===== config.mk =====
export PLATFORM = sky130hd
export DESIGN_NAME = reset_release_sequencer
export DESIGN_NICKNAME = d
export VERILOG_FILES = /design/src/rtl/reset_seq_pkg.sv /design/src/rtl/reset_sync_chain.sv /design/src/rtl/reset_release_sequencer.sv
export SDC_FILE = /design/constraint.sdc
export NUM_CORES = 1
export LEC_CHECK = 0
export CAP_MARGIN = 20
export CELL_PAD_IN_SITES_DETAIL_PLACEMENT = 2
export CELL_PAD_IN_SITES_GLOBAL_PLACEMENT = 2
export CORE_MARGIN = 5
export CORE_UTILIZATION = 33
export DETAILED_ROUTE_END_ITERATION = 8
export PLACE_DENSITY = 0.7
export SYNTH_ARGS = -nofsm -noshare
export SYNTH_HDL_FRONTEND = slang
export SYNTH_SLANG_ARGS = --single-unit

===== constraint.sdc =====
create_clock -name clk -period 1.8 [get_ports clk]
set_clock_uncertainty 0.1 [all_clocks]
set_input_delay 0.36 -clock clk [delete_from_list [all_inputs] [get_ports clk]]
set_output_delay 0.36 -clock clk [all_outputs]
set_load 0.005 [all_outputs]

===== src/rtl/reset_seq_pkg.sv =====
// Shared types for the reset release sequencer: FSM state encoding and
// stretch-counter sizing.
package reset_seq_pkg;

  typedef enum logic [1:0] {
    HOLD    = 2'd0,
    STRETCH = 2'd1,
    RUN     = 2'd2,
    ILLEGAL = 2'd3
  } state_e;

  localparam int unsigned STRETCH_CYCLES_DEFAULT = 8;

  // Counter must hold the load value STRETCH_CYCLES itself.
  function automatic int unsigned cnt_width(input int unsigned cycles);
    return $clog2(cycles + 1);
  endfunction

  localparam int unsigned CNT_W_DEFAULT = cnt_width(STRETCH_CYCLES_DEFAULT);

endpackage


===== src/rtl/reset_sync_chain.sv =====
// Deassertion synchronizer: async-cleared shift chain fed with a constant 1,
// so 'released' rises SYNC_STAGES edges after rst falls.
module reset_sync_chain #(
  parameter int unsigned SYNC_STAGES = 3
) (
  input  logic clk,
  input  logic rst,
  output logic released
);

  (* ASYNC_REG = "TRUE" *) logic [SYNC_STAGES-1:0] sync_q;

  always_ff @(posedge clk or posedge rst) begin
    if (rst) begin
      sync_q <= '0;
    end else begin
      sync_q <= {sync_q[SYNC_STAGES-2:0], 1'b1};
    end
  end

  assign released = sync_q[SYNC_STAGES-1];

endmodule


===== src/rtl/reset_release_sequencer.sv =====
// Core reset generator: async assertion, synchronized and stretched release,
// plus a software-requested reset pulse with a completion acknowledge.
module reset_release_sequencer
  import reset_seq_pkg::*;
#(
  parameter int unsigned SYNC_STAGES    = 3,
  parameter int unsigned STRETCH_CYCLES = STRETCH_CYCLES_DEFAULT
) (
  input  logic       clk,
  input  logic       rst,
  input  logic       sw_req,
  output logic       rst_out,
  output logic       rst_n_out,
  output logic       sw_ack,
  output logic [1:0] state
);

  localparam int unsigned CNT_W = cnt_width(STRETCH_CYCLES);
  localparam logic [CNT_W-1:0] CNT_LOAD = CNT_W'(STRETCH_CYCLES);
  localparam logic [CNT_W-1:0] CNT_ONE  = CNT_W'(1);

  logic             released;
  state_e           state_q;
  logic [CNT_W-1:0] cnt_q;
  logic             sw_pending_q;
  logic             rst_out_q;
  logic             sw_ack_q;

  reset_sync_chain #(
    .SYNC_STAGES(SYNC_STAGES)
  ) u_sync (
    .clk     (clk),
    .rst     (rst),
    .released(released)
  );

  always_ff @(posedge clk or posedge rst) begin
    if (rst) begin
      state_q      <= HOLD;
      cnt_q        <= '0;
      sw_pending_q <= 1'b0;
      rst_out_q    <= 1'b1;
      sw_ack_q     <= 1'b0;
    end else begin
      sw_ack_q <= 1'b0;
      case (state_q)
        HOLD: begin
          rst_out_q <= 1'b1;
          if (released) begin
            state_q <= STRETCH;
            cnt_q   <= CNT_LOAD;
          end
        end
        STRETCH: begin
          rst_out_q <= 1'b1;
          // Exit on count<=1 so a corrupted zero count cannot trap the FSM.
          if (cnt_q <= CNT_ONE) begin
            state_q      <= RUN;
            rst_out_q    <= 1'b0;
            cnt_q        <= '0;
            sw_ack_q     <= sw_pending_q;
            sw_pending_q <= 1'b0;
          end else begin
            cnt_q <= cnt_q - CNT_ONE;
          end
        end
        RUN: begin
          rst_out_q <= 1'b0;
          if (sw_req) begin
            state_q      <= STRETCH;
            rst_out_q    <= 1'b1;
            cnt_q        <= CNT_LOAD;
            sw_pending_q <= 1'b1;
          end
        end
        default: begin
          state_q      <= HOLD;
          rst_out_q    <= 1'b1;
          cnt_q        <= '0;
          sw_pending_q <= 1'b0;
        end
      endcase
    end
  end

  assign rst_out   = rst_out_q;
  assign rst_n_out = ~rst_out_q;
  assign sw_ack    = sw_ack_q;
  assign state     = state_q;

endmodule

=== After elaboration in Yosys (flattened, before gate mapping) ===
Index checks and enable logic that the tools add are counted.
W data, S select, Z words.

* Add/sub/neg operators: 1
* Order comparisons: 1
* Eq/ne operators: 5
* Multiplexer cells: 16
* Bitwise gates (word level): 2
* Reduce and logical (&&, ||, !) cells: 4

{| class="wikitable"
|+ Operators by type and width
! operator !! number
|-
| $mux W4 || 3
|-
| $pmux W4 S3 || 1
|-
| $mux W1 || 6
|-
| $mux W2 || 3
|-
| $pmux W2 S3 || 1
|-
| $reduce_and A3 Y1 || 2
|-
| $le A4 B1 Y1 const B || 1
|-
| $ne A2 B2 Y1 const B || 2
|-
| $sub A4 B1 Y4 const B || 1
|-
| $pmux W1 S3 || 1
|-
| $eq A2 B1 Y1 const B || 1
|-
| $eq A2 B2 Y1 const B || 1
|-
| $logic_not A2 Y1 || 1
|-
| $ne A2 B1 Y1 const B || 1
|-
| $not A1 Y1 || 2
|-
| $pmux W1 S2 || 1
|-
| $reduce_and A2 Y1 || 1
|}

* Register bits: 12
* Input port bits: 3
* Output and inout port bits: 5
* Word-level logic and storage cells: 35

=== Logic depth before layout (Yosys ltp) ===
Gate-level depths: netlist (run 1).

* Depth in word-level cells: 3
* Depth in mapped cells: 6

=== Cells and area by module ===
From an unflattened synthesis (run 1), not the netlist that was laid out.

* Cell total of the unflattened synthesis: 58
* Area total of the unflattened synthesis: 633.1 µm²

{| class="wikitable"
|+ Modules (own cells, without submodules)
! module !! instances !! cells each !! area each (µm²) !! seq. area each (µm²)
|-
| reset_release_sequencer || 1 || 53 || 550.5 || 226.5
|-
| reset_sync_chain || 1 || 5 || 82.6 || 75.1
|}

=== Worst setup path before layout (run 1) ===
No wires, ideal clock.

* Path type: flip-flop to flip-flop
* Start point: register state_q[0], in the netlist state[0]
* End point: register state_q[0], in the netlist state[0]
* Setup time: 128 ps
* Data arrival time: 1,463 ps
* Data required time: 1,572 ps
* Setup slack: 109 ps
* Stages on the path, launching flop included: 7
* Buffers on the path: 0
* Cell sequence: dfrtp_1 -> inv_1 -> ha_1 -> inv_1 -> o22ai_2 -> nand2b_2 -> mux2_1

* Word-level cells in the longest chain between the ends: 3
* Elaborated cells on any way between the ends: 8
* Those cells by class: 5 x eq/ne; 1 x mux; 2 x reduce/logical

{| class="wikitable"
|+ Ends and longest elaborated chain
! element !! RTL line !! source
|-
| start, declared || reset_release_sequencer.sv:23 || <nowiki>state_e state_q;</nowiki>
|-
| start signal, assigned || reset_release_sequencer.sv:39 || <nowiki>state_q <= HOLD;</nowiki>
|-
| start signal, assigned || reset_release_sequencer.sv:50 || <nowiki>state_q <= STRETCH;</nowiki>
|-
| start signal, assigned || reset_release_sequencer.sv:58 || <nowiki>state_q <= RUN;</nowiki>
|-
| $eq A2 B1 Y1, or another cell as far along || reset_release_sequencer.sv:46 || <nowiki>case (state_q)</nowiki>
|-
| $ne A2 B2 Y1 (no line) / $ne A2 B1 Y1 (equally long branches) || -- ||
|-
| $reduce_and A3 Y1 (no line) || -- ||
|}

Parallel ways exist; a longest one is shown, timed or not.
A chain may end at the register's enable or synchronous reset.

=== Final worst setup path (run 1) ===
* Start point: register state_q[1], in the netlist state[1]
* End point: output port state[1]

{| class="wikitable"
|+ RTL lines
! element !! RTL line !! source
|-
| end, declared || reset_release_sequencer.sv:15 || <nowiki>output logic [1:0] state</nowiki>
|}

No word-level cell between the ends.

==> results of run 1 <==
worst paths after layout:
| kind | cells after the start | to | start |
|---|---|---|---|
| worst max-delay path | 1 | state[1] | state[1] |
| worst min-delay path | 0 | u_sync.sync_q[2] | u_sync.sync_q[1] |
| worst max register to register | 6 | state[0] | cnt_q[1] |
| worst min register to register | 0 | u_sync.sync_q[2] | u_sync.sync_q[1] |
| max in group asynchronous | 2 | rst_out | rst |
| min in group asynchronous | 2 | cnt_q[2] | rst |
per-stage QoR:
step	worst slack (ns)	area, sq um	cells	TNS [ns]	power [uW]
final	0.0601	812	99	0	1450
after floorplan	0.109	622	58	0	893
after detailed placement	0.0333	761	95	0	1190
after CTS	0.0318	797	99	0	1450
after global placement	0.0671	761	95	0	1180
after global routing	-0.00234	812	99	-0.00234	1590
per-layer routing:
metal	GRT usage (%)	vias to the layer above	part of all wire [%]
met1	17.4	230	53
li1	-	227	-
met4	2.55	0	0
met2	20.8	8	45
met5	0	-	0
met3	2.54	0	1.3
state kept, by name (all words and copies together), names as in the netlist:
signal and count:
sw_ack 1, sw_pending_q 1, cnt_q 4, state 2, rst_out 1, u_sync.sync_q 3
repair_timing:
| action | CTS | global route |
|---|---|---|
| gates resized for setup | 0 | 5 |
| setup buffers | 0 | 0 |
| endpoints found under the setup margin | 0 | 6 |
cells in the mapped netlist (2+ instances only):
| cell | instances | share of area (%) |
|---|---|---|
| mux2_1 | 2 | 3.6 |
| nor2_1 | 5 | 3.0 |
| dfrtp_1 | 11 | 44 |
| ha_1 | 7 | 14 |
| inv_1 | 8 | 4.8 |
| nor3_1 | 2 | 1.6 |
| nand2_1 | 5 | 3.0 |
| o31ai_1 | 2 | 2.4 |
| o21ai_0 | 2 | 1.6 |
cell families (layout without fill, tap and decap cells):
kind of cell,after synthesis,after routing,synth area share (%)
AO/OA/AOI/OAI,10,10,14.1
other,1,1,0.603
flip-flops,12,12,48.5
AND/OR/NAND/NOR,18,18,14.3
buffers and inverters,8,24,4.83
adder cells (fa/ha/maj),7,7,14.1
multiplexers,2,2,3.62
layout make-up:
class / count / area (sq um) / area share, %
Clock buffer: 4 / 36.3 / 4.47
Tap cell: 25 / 31.3 / 3.85
Timing Repair Buffer: 12 / 113 / 13.9
Sequential cell: 12 / 302 / 37.1
Inverter: 8 / 30.0 / 3.70
Multi-Input combinational cell: 38 / 300 / 37.0
layout by cell type (no fill, tap or decap):
cell	Yosys	routed
a31oi_1	1	1
o21ai_0	2	2
nand2b_2	1	1
nor2_2	0	1
dlymetal6s2s_1	0	2
buf_4	0	5
dfstp_2	1	1
inv_2	0	1
dfrtp_1	11	11
or2_1	1	1
a211o_1	1	1
clkdlybuf4s50_1	0	5
o22ai_4	0	1
ha_1	7	7
clkbuf_8	0	1
nor2_1	5	4
o31ai_1	2	2
mux2_1	2	2
o41ai_1	1	1
nand2_1	5	5
nand4b_1	1	1
nand3_1	1	1
nand2b_1	1	1
nor3_1	2	2
and3_1	1	1
o31ai_4	1	1
clkbuf_4	0	3
inv_1	8	7
a21oi_1	1	1
conb_1	1	1
where the power goes:
part           internal (uW)  leakage, uW  switching [uW]
Sequential               370     0.000149            91.1
Clock                    123    0.0000210            96.0
Combinational            360     0.000221             407
Total                    853     0.000391             594
==> results.cfg, run 1 <==
[timing]
post-route-period-util_pct = 96.7
slew_violations = 0
fmax_ghz = 0.575
rsz0062_at_grt = true
layout_min_cycle_time_ns = 1.74
hold_viol = 0
holdWs_ns = 0.265
setup_viol = 0

[setup_path]
critPathMaxStageDelay_ns = 0.55
crit_arrival_ns = 1.28
worstSetupStartpointType = flip-flop
crit_slowest_cell = clkdlybuf4s50_1
endpoint_kind = primary output
crit_buf_inv = 1
crit_type = reg2out
crit_chain = clkdlybuf4s50_1
r2r_slack_ns = 0.09
worstPathMaxFanout = 5
critPathRequiredTime_ns = 1.34
critPathTopFamily = buffers and inverters

[power]
p_per_area_mw_per_mm2 = 1780
p_leak_uw = 0.000391
ir_drop_v = 0.000664

[clocking]
path_clk_slew_ns = 0.08
htreeDepth = 1
root_buffer = clkbuf_4
insertion_delay_ns = 0.27
cts_tree = yes
cts_sinks = 12
numCtsBuffers = 3
clockBufferDepth = 2
ctsHoldBuffers = 0

[yosys]
yosysWarnings = 0
synth_edf_count = 0
ys_ff_latch = 12
synth_flop_cell = dfrtp_1
synthCells = 58
syn_avg_cell_area_sq_um = 10.7
synth_fp_nets = 68
synth-seq-area-share_pct = 48.5
synthDistinctLibCells = 23
netlist_area_sq_um = 622
async_flop_share_pct = 100

[route]
dr.pass1.iters = 2
wl_microns = 1520
vias_per_cell = 4.70
avgRoutedWirePerCell_microns = 15.3
drc = 0
drt_iter0_markers = 2
vias = 465
ant_nets = 0

[run_status]
outcome = completed

[final_layout]
n_antenna_cell = 0
utilization_pct = 46.0
n_fill_cell = 202
drive_gt1_share_pct = 20.3
area_growth_pct = 30.6
layout.nets = 85

[place]
place.gp.congestion = 0.684
numPortBuffers = 7
dp_hpwl_microns = 1060

[grt]
grt_max_degree = 13
grt_first_pass_wirelength_microns = 2570
antenna_found_initial = 0
grt_use_total_pct = 12.8
grt-ovfl-total = 0
grt_pass1_vias = 512

[hold_path]
hold_path_class = reg2reg

[floorplan]
core_area_sq_mm = 0.00176
die_w_microns = 53.4
fp-row-count = 15
io_pins = 8
initial_core_util_pct = 35.2
die_h_microns = 53.4
die_area_sq_mm = 0.00285

[job]
max_cap_viol_count = 0
No activity file was read; power rests on OpenSTA's default activity.
==> run 2, diff against run 1 <==
--- a/config.mk
+++ b/config.mk
@@ -5,7 +5,6 @@
 export SDC_FILE = /design/constraint.sdc
 export NUM_CORES = 1
 export LEC_CHECK = 0
-export CAP_MARGIN = 20
 export CELL_PAD_IN_SITES_DETAIL_PLACEMENT = 2
 export CELL_PAD_IN_SITES_GLOBAL_PLACEMENT = 2
 export CORE_MARGIN = 5
==> results of run 2 <==
Final layout, timing and power as in run 1 (identical DEF).
